`config.mk`:
```
export PLATFORM = sky130hd
export DESIGN_NAME = fetch_stage
export DESIGN_NICKNAME = d
export VERILOG_FILES = /design/src/rtl/fetch_stage.sv
export SDC_FILE = /design/constraint.sdc
export NUM_CORES = 1
export LEC_CHECK = 0
export BUFFER_PORTS_ARGS = -buffer_cell sky130_fd_sc_hd__buf_2
export CORE_MARGIN = 10
export CORE_UTILIZATION = 42
export DETAILED_ROUTE_END_ITERATION = 10
export GPL_TIMING_DRIVEN = 0
export PLACE_DENSITY = 0.71
export RECOVER_POWER = 100
export SLEW_MARGIN = 10
export SYNTH_ARGS = -nofsm -noshare
export SYNTH_HDL_FRONTEND = slang
export SYNTH_SLANG_ARGS = --single-unit
export TNS_END_PERCENT = 20
```
`constraint.sdc`:
```
create_clock -name clk_i -period 13.3 [get_ports clk_i]
set_input_delay 1.995 -clock clk_i [delete_from_list [all_inputs] [get_ports clk_i]]
set_output_delay 1.995 -clock clk_i [all_outputs]
set_load 0.05 [all_outputs]
```
`src/rtl/fetch_stage.sv`:
```
// Instruction fetch stage: issues one word-aligned request at a time and buffers
// the tagged responses in a small prefetch FIFO that feeds decode.
module fetch_stage #(
  parameter logic [31:0] BOOT_ADDR  = 32'h0000_0000,
  parameter int          FIFO_DEPTH = 2
) (
  input  logic        clk_i,
  input  logic        rst_i,
  output logic        instr_req_o,
  output logic [31:0] instr_addr_o,
  input  logic        instr_gnt_i,
  input  logic        instr_rvalid_i,
  input  logic [31:0] instr_rdata_i,
  input  logic        jump_i,
  input  logic [31:0] jump_target_i,
  output logic        instr_valid_o,
  input  logic        instr_ready_i,
  output logic [31:0] instr_o,
  output logic [31:0] pc_o
);

  localparam int              AW      = (FIFO_DEPTH > 1) ? $clog2(FIFO_DEPTH) : 1;
  localparam int              CW      = AW + 1;
  localparam logic [CW-1:0]   DEPTH_C = CW'(FIFO_DEPTH);
  localparam logic [31:0]     NOP     = 32'h0000_0013;

  typedef enum logic [1:0] {
    FETCH,
    WAIT,
    DISCARD
  } state_t;

  state_t          state_q, state_d;
  logic [29:0]     fpc_p0;
  logic [29:0]     tag_pc_p0;
  logic [29:0]     buf_pc_p1  [FIFO_DEPTH];
  logic [31:0]     buf_ins_p1 [FIFO_DEPTH];
  logic [AW-1:0]   rd_ptr, wr_ptr;
  logic [CW-1:0]   count;
  logic            grant, push, pop, vld_p1;
  logic            unused_target_lsbs;

  assign unused_target_lsbs = ^jump_target_i[1:0];

  // Request stage: a request is only allowed from FETCH, where nothing is
  // outstanding, so the FIFO occupancy alone decides whether a slot is reserved.
  always_comb begin
    instr_req_o = (state_q == FETCH) && (count < DEPTH_C) && !jump_i && !rst_i;
    grant       = instr_req_o && instr_gnt_i;
    push        = (state_q == WAIT) && instr_rvalid_i && !jump_i;
    vld_p1      = (count != '0);
    pop         = vld_p1 && instr_ready_i && !jump_i;
  end

  always_comb begin
    state_d = state_q;
    unique case (state_q)
      FETCH:   if (grant) state_d = WAIT;
      WAIT: begin
        if (instr_rvalid_i)  state_d = FETCH;
        else if (jump_i)     state_d = DISCARD;
      end
      DISCARD: if (instr_rvalid_i) state_d = FETCH;
      default: state_d = FETCH;
    endcase
  end

  always_ff @(posedge clk_i) begin
    if (rst_i) begin
      state_q <= FETCH;
      fpc_p0  <= BOOT_ADDR[31:2];
      count   <= '0;
      rd_ptr  <= '0;
      wr_ptr  <= '0;
    end else begin
      state_q <= state_d;
      if (jump_i)      fpc_p0 <= jump_target_i[31:2];
      else if (grant)  fpc_p0 <= fpc_p0 + 30'd1;
      if (jump_i) begin
        count  <= '0;
        rd_ptr <= '0;
        wr_ptr <= '0;
      end else begin
        if (push) wr_ptr <= wr_ptr + AW'(1);
        if (pop)  rd_ptr <= rd_ptr + AW'(1);
        unique case ({push, pop})
          2'b10:   count <= count + CW'(1);
          2'b01:   count <= count - CW'(1);
          default: count <= count;
        endcase
      end
    end
  end

  // Response stage: tag captured at grant, entry written when the data returns.
  always_ff @(posedge clk_i) begin
    if (grant) tag_pc_p0 <= fpc_p0;
    if (push) begin
      buf_pc_p1[wr_ptr]  <= tag_pc_p0;
      buf_ins_p1[wr_ptr] <= instr_rdata_i;
    end
  end

  // Output stage: FIFO head, or a NOP at pc 0 when nothing is buffered.
  always_comb begin
    instr_addr_o  = {fpc_p0, 2'b00};
    instr_valid_o = vld_p1;
    instr_o       = vld_p1 ? buf_ins_p1[rd_ptr] : NOP;
    pc_o          = vld_p1 ? {buf_pc_p1[rd_ptr], 2'b00} : 32'h0;
  end

endmodule

```
==> results of run 1 <==
[routing by layer]
layer | vias up | routed length (µm)
met5 | - | 0
met4 | 0 | 327
met3 | 23 | 1408
met2 | 215 | 8825
met1 | 2477 | 8111
li1 | 2484 | -
[through the flow]
stage / hold WS (ns) / cell area (µm²) / std cells
floorplan: 0.4215 / 7805 / 570
global placement: 0.4232 / 8892 / 959
detailed placement: 0.4308 / 8970 / 962
CTS: 0.4408 / 9540 / 994
global route: 0.4509 / 9318 / 994
finish: 0.4447 / 9318 / 994
[cells in the final DEF (no fill, tap or decap), types with 5 or more instances in the layout]
| cell | instances |
|---|---|
| and3_1 | 6 |
| clkbuf_16 | 18 |
| nand4_1 | 13 |
| and2_1 | 9 |
| a21oi_1 | 17 |
| nor3_1 | 10 |
| buf_2 | 60 |
| o22ai_1 | 5 |
| o21ai_0 | 8 |
| clkbuf_1 | 130 |
| nand2_1 | 26 |
| edfxtp_1 | 154 |
| dfxtp_1 | 37 |
| a31oi_1 | 11 |
| nand3_1 | 10 |
| o211ai_1 | 7 |
| xor2_1 | 8 |
| nor2_1 | 85 |
| mux2i_1 | 63 |
| clkinv_2 | 5 |
[path summary, 6_finish.rpt]
| check | start | endpoint | slack (ns) |
|---|---|---|---|
| worst min-delay path | tag_pc_p0[12]$_DFFE_PP_ | buf_pc_p1[1][12]$_DFFE_PP_ | 0.44 |
| worst max-delay path | jump_i | buf_ins_p1[0][19]$_DFFE_PP_ | 7.15 |
| worst max register to register | state_q[0]$_SDFFE_PP0P_ | buf_ins_p1[0][19]$_DFFE_PP_ | 8.52 |
| worst min register to register | tag_pc_p0[12]$_DFFE_PP_ | buf_pc_p1[1][12]$_DFFE_PP_ | 0.44 |
[layout make-up]
type | count | area, µm²
plain buffers | 34 | 187.7
clock buffers | 22 | 485.5
clock inverters | 10 | 85.08
fillers | 1588 | 8768
inverters | 5 | 18.77
multi-input cells | 340 | 2205
flip-flops and latches | 191 | 5365
well taps | 229 | 286.5
repair buffers | 163 | 684.4
[state kept, by name, indices dropped and copies added, names as in the netlist, named ones only]
signal and cells:
buf_ins_p1 64, buf_pc_p1 60, fpc_p0 30, tag_pc_p0 30, count 2, state_q 2, rd_ptr 1, wr_ptr 1
[power groups by stage]
stage               combinational (W)  clock [W]  sequential, W
finish                      0.0000728   0.000485       0.000669
global placement            0.0000743          0       0.000681
global route                0.0000780   0.000519       0.000670
CTS                         0.0000761   0.000498       0.000668
detailed placement          0.0000758          0       0.000681
floorplan                   0.0000293          0       0.000696
[cell families after synthesis]
logic type	after synthesis	share of synthesized area (%)
adder cells (fa/ha/maj)	2	0.3210
AO/OA/AOI/OAI	65	5.475
buffers and inverters	39	2.890
XOR/XNOR	12	1.349
other	1	0.04812
AND/OR/NAND/NOR	192	12.70
multiplexers	65	8.380
flip-flops	191	68.84
[worst register-to-register path: cells and delay by family, from the launching register on]
family                 cells  cell delay [ns]
flip-flops                 1             0.40
AND/OR/NAND/NOR            2             1.34
buffers and inverters      3             2.63
==> run_results.csv, run 1 <==
group,metric,value,unit
clock_tree,cts_root_buf,"clkbuf_16",
setup_path,crit_required,13.32,ns
drt,routedWlPerCell,18.79,µm
status,violations,"capacitance limit, slew limit",
grt,use_met1,19.10,%
drt,via_count,5199,
setup_path,max_stage_delay,1.27,ns
synth,seq_area_frac_synth,68.84,%
timing,clock.fmax,162.6,MHz
clock_tree,cts_resized,0,
setup_path,path_class,"in -> reg",
drt,ant_nets,0,
floorplanning,rows,49,
drt,drtIter0Drc,371,
floorplanning,core,0.01809,mm²
setup_path,slowest_stage,"clkbuf_1",
synth,synth_top_area_share,59.34,%
clock_tree,cts_hold_buffers,0,
clock_tree,clk_pin_slew,0.06,ns
synth,synth_top_flop_cell,"edfxtp_1",
synth,ys_ff_latch,191,
min_path,hp-class,"reg -> reg",
power_and_ir_drop,p_int,0.0009537,W
layout,drive_above_1_share,14.64,%
timing,setup_ws,7.151,ns
setup_path,crit_arrival,6.16,ns
floorplanning,start_util,43.09,%
clock_tree,cts_buffer_depth,2,
grt,grt_max_degree,52,
timing,tns,0,ns
power_and_ir_drop,p_sw,0.0002724,W
power_and_ir_drop,power.leakage,3.024,nW
grt,grt_pass1_wl,28.43,mm
layout,diodes,0,
grt,grtUsageTotal,15.03,%
placed_design,port_buffers,160,
setup_path,end_kind,"flop",
timing,hold_viol,0,
timing,finalClockSkew,0.006575,ns
floorplanning,die_x,156.2,µm
layout,fin_util,51.52,%
power_and_ir_drop,p_seq_share,54.5,%
setup_path,reg2reg_depth,5,
grt,met2_usage,23.84,%
status,status,"complete, but fails checks",
synth,synth.distinct_cells,60,
power_and_ir_drop,p_total,0.001226,W
min_path,hold_depth,0,
setup_path,crit_top_cell,"clkbuf_1",
clock_tree,cts.sink_count,191,
flow_run,maxCapViolations,4,
synth,syn_avg_cell_area,13.75,µm²
placed_design,gp_congestion,0.8519,
timing,drv_slew,148,
setup_path,path_cells,"clkbuf_1 -> nor4bb_1 -> inv_1 -> nor2_1 -> clkbuf_1 -> clkbuf_1",
setup_path,crit_path_start_kind,"input pin",
synth,synth_cells,567,
setup_path,cp.depth,6,
clock_tree,numCtsBuffers,17,
timing,finalSetupViolations,0,
synth,synth.cells.most_frequent,"edfxtp_1 (154), nor2_1 (85), mux2i_1 (63), dfxtp_1 (37), nand2_1 (26)",
placed_design,hpwl,13.38,mm
power_and_ir_drop,power.density,131.6,mW/mm²
power_and_ir_drop,switching_share,22.22,%
power_and_ir_drop,comb_power_share,5.9,%
grt,antenna_found_initial,0,
synth,synth_edf_count,154,
clock_tree,htree_num_levels,4,
synth,synth_area_leaders,"edfxtp_1 (59%), dfxtp_1 (9.5%), mux2i_1 (8.1%)",
power_and_ir_drop,vdd_drop_max,0.0001017,V
synth,yosys_warnings,0,
clock_tree,post_cts_buffers,0,
drt,drt_wl_total,18.67,mm
grt,use_met3,4.304,%
floorplanning,die-area,0.02440,mm²
timing,tightest_slew,3.042,ns
drt,firstDrtPassIters,6,
synth,synth_area,0.007794,mm²
setup_path,cp_top_family,"buffers and inverters",
timing,layout_min_cycle_time,6.149,ns
timing,rsz0062_at_grt,"false",
floorplanning,io_pins,168,
timing,period_share,46.23,%
layout,nets,824,
layout,area_delta_synth_final,19.55,%
drt,vias_per_cell,5.230,
clock_tree,clk_latency,0.42,ns
synth,synth.largest_area_cell,"edfxtp_1",
drt,drc,0,
synth,async_reset_ff_share,0,%
synth,yosysMostFrequentCell,"edfxtp_1",
power_and_ir_drop,p_clk_share,39.5,%
setup_path,cp.buffers_inverters,4,
clock_tree,cts_tree,"yes",
setup_path,cp_max_fo,28,
grt,first_global_vias,5142,
timing,relSlewSlack,-102.8,%
grt,grt_overflow,0,
placed_design,dp_worst_setup_slack,8.534,ns
floorplanning,dieHeight,156.2,µm
grt,grt.busiest_layer,"met2",
(Power assumes the default switching activity.)
==> run 2, diff against run 1 <==
==> constraint.sdc (replaced) <==
create_clock -name clk_i -period 5.7 [get_ports clk_i]
set_input_delay 0.855 -clock clk_i [delete_from_list [all_inputs] [get_ports clk_i]]
set_output_delay 0.855 -clock clk_i [all_outputs]
set_load 0.05 [all_outputs]
==> run 2 against run 1 <==
The flow still finishes with violations (capacitance limit, slew limit). Clock power grew 130%. Clock skew grew 0.0020 ns. Register-to-register slack lost 6.6 ns. Cell area grew 0.47%. Critical endpoint unchanged. Highest routed layer unchanged.
==> run_results.csv, run 2 (synthesis results as in run 1) <==
group,metric,value,unit
setup_path,crit_arrival,4.07,ns
clock_tree,cts_root_buf,"clkbuf_16",
drt,drc,0,
floorplanning,rows,49,
timing,rsz0062_at_grt,"false",
timing,fin_hold_ws,0.4438,ns
drt,vias_per_cell,5.208,
power_and_ir_drop,p_seq_share,54.5,%
setup_path,cp_top_family,"buffers and inverters",
timing,clock.fmax,252.5,MHz
grt,grt_max_degree,52,
power_and_ir_drop,p_clk_share,39.6,%
timing,tns,0,ns
timing,relSlewSlack,-45.00,%
setup_path,max_stage_delay,1.25,ns
setup_path,end_kind,"flop",
setup_path,cp_max_fo,28,
setup_path,reg2reg_depth,5,
clock_tree,numCtsBuffers,17,
setup_path,critical_path.startpoint,"jump_i",
layout,reg_top3,"buf_ins_p1 (64), buf_pc_p1 (60)",
placed_design,gp_congestion,0.8519,
setup_path,path_class,"in -> reg",
drt,routedWlPerCell,18.75,µm
timing,finalClockSkew,0.008613,ns
timing,hold_viol,0,
drt,drt-met1-wl,8.011,mm
floorplanning,start_util,43.09,%
setup_path,crit_required,5.81,ns
placed_design,port_buffers,160,
drt,firstDrtPassIters,5,
setup_path,crit_top_cell,"clkbuf_1",
grt,first_global_vias,5142,
clock_tree,clk_latency,0.42,ns
power_and_ir_drop,p_int,0.002226,W
floorplanning,die-area,0.02440,mm²
floorplanning,die_x,156.2,µm
setup_path,slowest_stage,"clkbuf_1",
layout,area_delta_synth_final,20.12,%
clock_tree,clk_pin_slew,0.06,ns
power_and_ir_drop,switching_share,22.28,%
clock_tree,cts_hold_buffers,0,
placed_design,dpl_cell_area,0.008970,mm²
grt,grt_pass1_wl,28.43,mm
drt,ant_nets,0,
clock_tree,post_cts_buffers,0,
timing,tightest_slew,2.175,ns
min_path,min_from,"tag_pc_p0[14]$_DFFE_PP_",
setup_path,crit_path_start_kind,"input pin",
layout,largest_register,"buf_ins_p1",
power_and_ir_drop,power.density,305.9,mW/mm²
layout,diodes,0,
power_and_ir_drop,p_total,0.002864,W
grt,grt_overflow,0,
drt,wl_met2,8.742,mm
layout,fin_util,51.76,%
power_and_ir_drop,power.leakage,3.045,nW
floorplanning,dieHeight,156.2,µm
timing,period_share,69.49,%
layout,largest_reg_flops,64,
drt,drt_wl_total,18.63,mm
timing,drv_slew,66,
layout,drive_above_1_share,15.03,%
setup_path,cp.buffers_inverters,4,
min_path,hp-class,"reg -> reg",
clock_tree,htree_num_levels,4,
setup_path,r2r_slack,1.97,ns
power_and_ir_drop,comb_power_share,5.9,%
floorplanning,core,0.01809,mm²
drt,drtIter0Drc,330,
layout,final_common_cell,"edfxtp_1",
layout,nets,824,
drt,via_count,5177,
setup_path,cp.depth,6,
min_path,hold_depth,0,
clock_tree,cts_buffer_depth,2,
placed_design,hpwl,13.38,mm
grt,grtUsageTotal,15.03,%
power_and_ir_drop,p_sw,0.0006382,W
setup_path,path_cells,"clkbuf_1 -> nor4bb_1 -> inv_1 -> nor2_1 -> clkbuf_1 -> buf_12",
timing,finalSetupViolations,0,
status,status,"complete, but fails checks",
floorplanning,io_pins,168,
drt,routed.top_layer,"met4",
flow_run,maxCapViolations,2,
clock_tree,cts_resized,0,
setup_path,reg2reg_from,"state_q[0]$_SDFFE_PP0P_",
clock_tree,cts_tree,"yes",
clock_tree,cts.sink_count,191,
drt,wl_met3,1.534,mm
power_and_ir_drop,vdd_drop_max,0.0002383,V
layout,layout_common_cells,"edfxtp_1 (154), clkbuf_1 (127), nor2_1 (85), mux2i_1 (63), buf_2 (60)",
status,violations,"capacitance limit, slew limit",
timing,layout_min_cycle_time,3.961,ns
layout,post-route-cell-area,0.009361,mm²
grt,antenna_found_initial,0,
## run 2: cell count changes in the layout (fill, tap and decap cells not counted)
cell,before,now
buf_12,0,1
buf_16,0,1
clkbuf_1,130,127
clkbuf_4,0,1
## run 2: final cells by class
type	instances	area [µm²]
tap	229	286.5
timing repair buffer	163	724.4
fill	1580	8725
inverter	5	18.77
clock inverter	10	85.08
sequential	191	5365
multi-input combinational	340	2205
buffer	34	191.4
clock buffer	22	485.5
## run 2: worst paths after layout
| kind | endpoint |
|---|---|
| worst max-delay path | buf_ins_p1[0][19]$_DFFE_PP_ |
| worst min-delay path | buf_pc_p1[0][14]$_DFFE_PP_ |
| worst max register to register | buf_ins_p1[0][19]$_DFFE_PP_ |
| worst min register to register | buf_pc_p1[0][14]$_DFFE_PP_ |
## run 2: per-stage QoR
stage                     setup slack (ns)  instances
final                                1.739        994
after floorplan                      1.228        570
after detailed placement             2.646        962
after global routing                 1.416        994
after CTS                            2.173        994
after global placement             -0.7067        959
## run 2: worst register-to-register path: cells and delay by family, from the launching register on
kind	cells	cell delay, ns
buffers and inverters	3	1.72
DFF	1	0.40
and+or+nand+nor	2	1.30
## run 2: routing by layer
layer | track usage (%) | vias to the layer above
li1 | - | 2488
met1 | 19.10 | 2446
met2 | 23.84 | 218
met3 | 4.304 | 25
met4 | 5.888 | 0
met5 | 0 | -
## run 2: power groups by stage
stage               sequential (W)  combinational, W  clock [W]
finish                     0.00156          0.000170    0.00113
global route               0.00156          0.000183    0.00121
CTS                        0.00156          0.000178    0.00116
detailed placement         0.00159          0.000177          0
global placement           0.00159          0.000173          0
floorplan                  0.00162         0.0000684          0
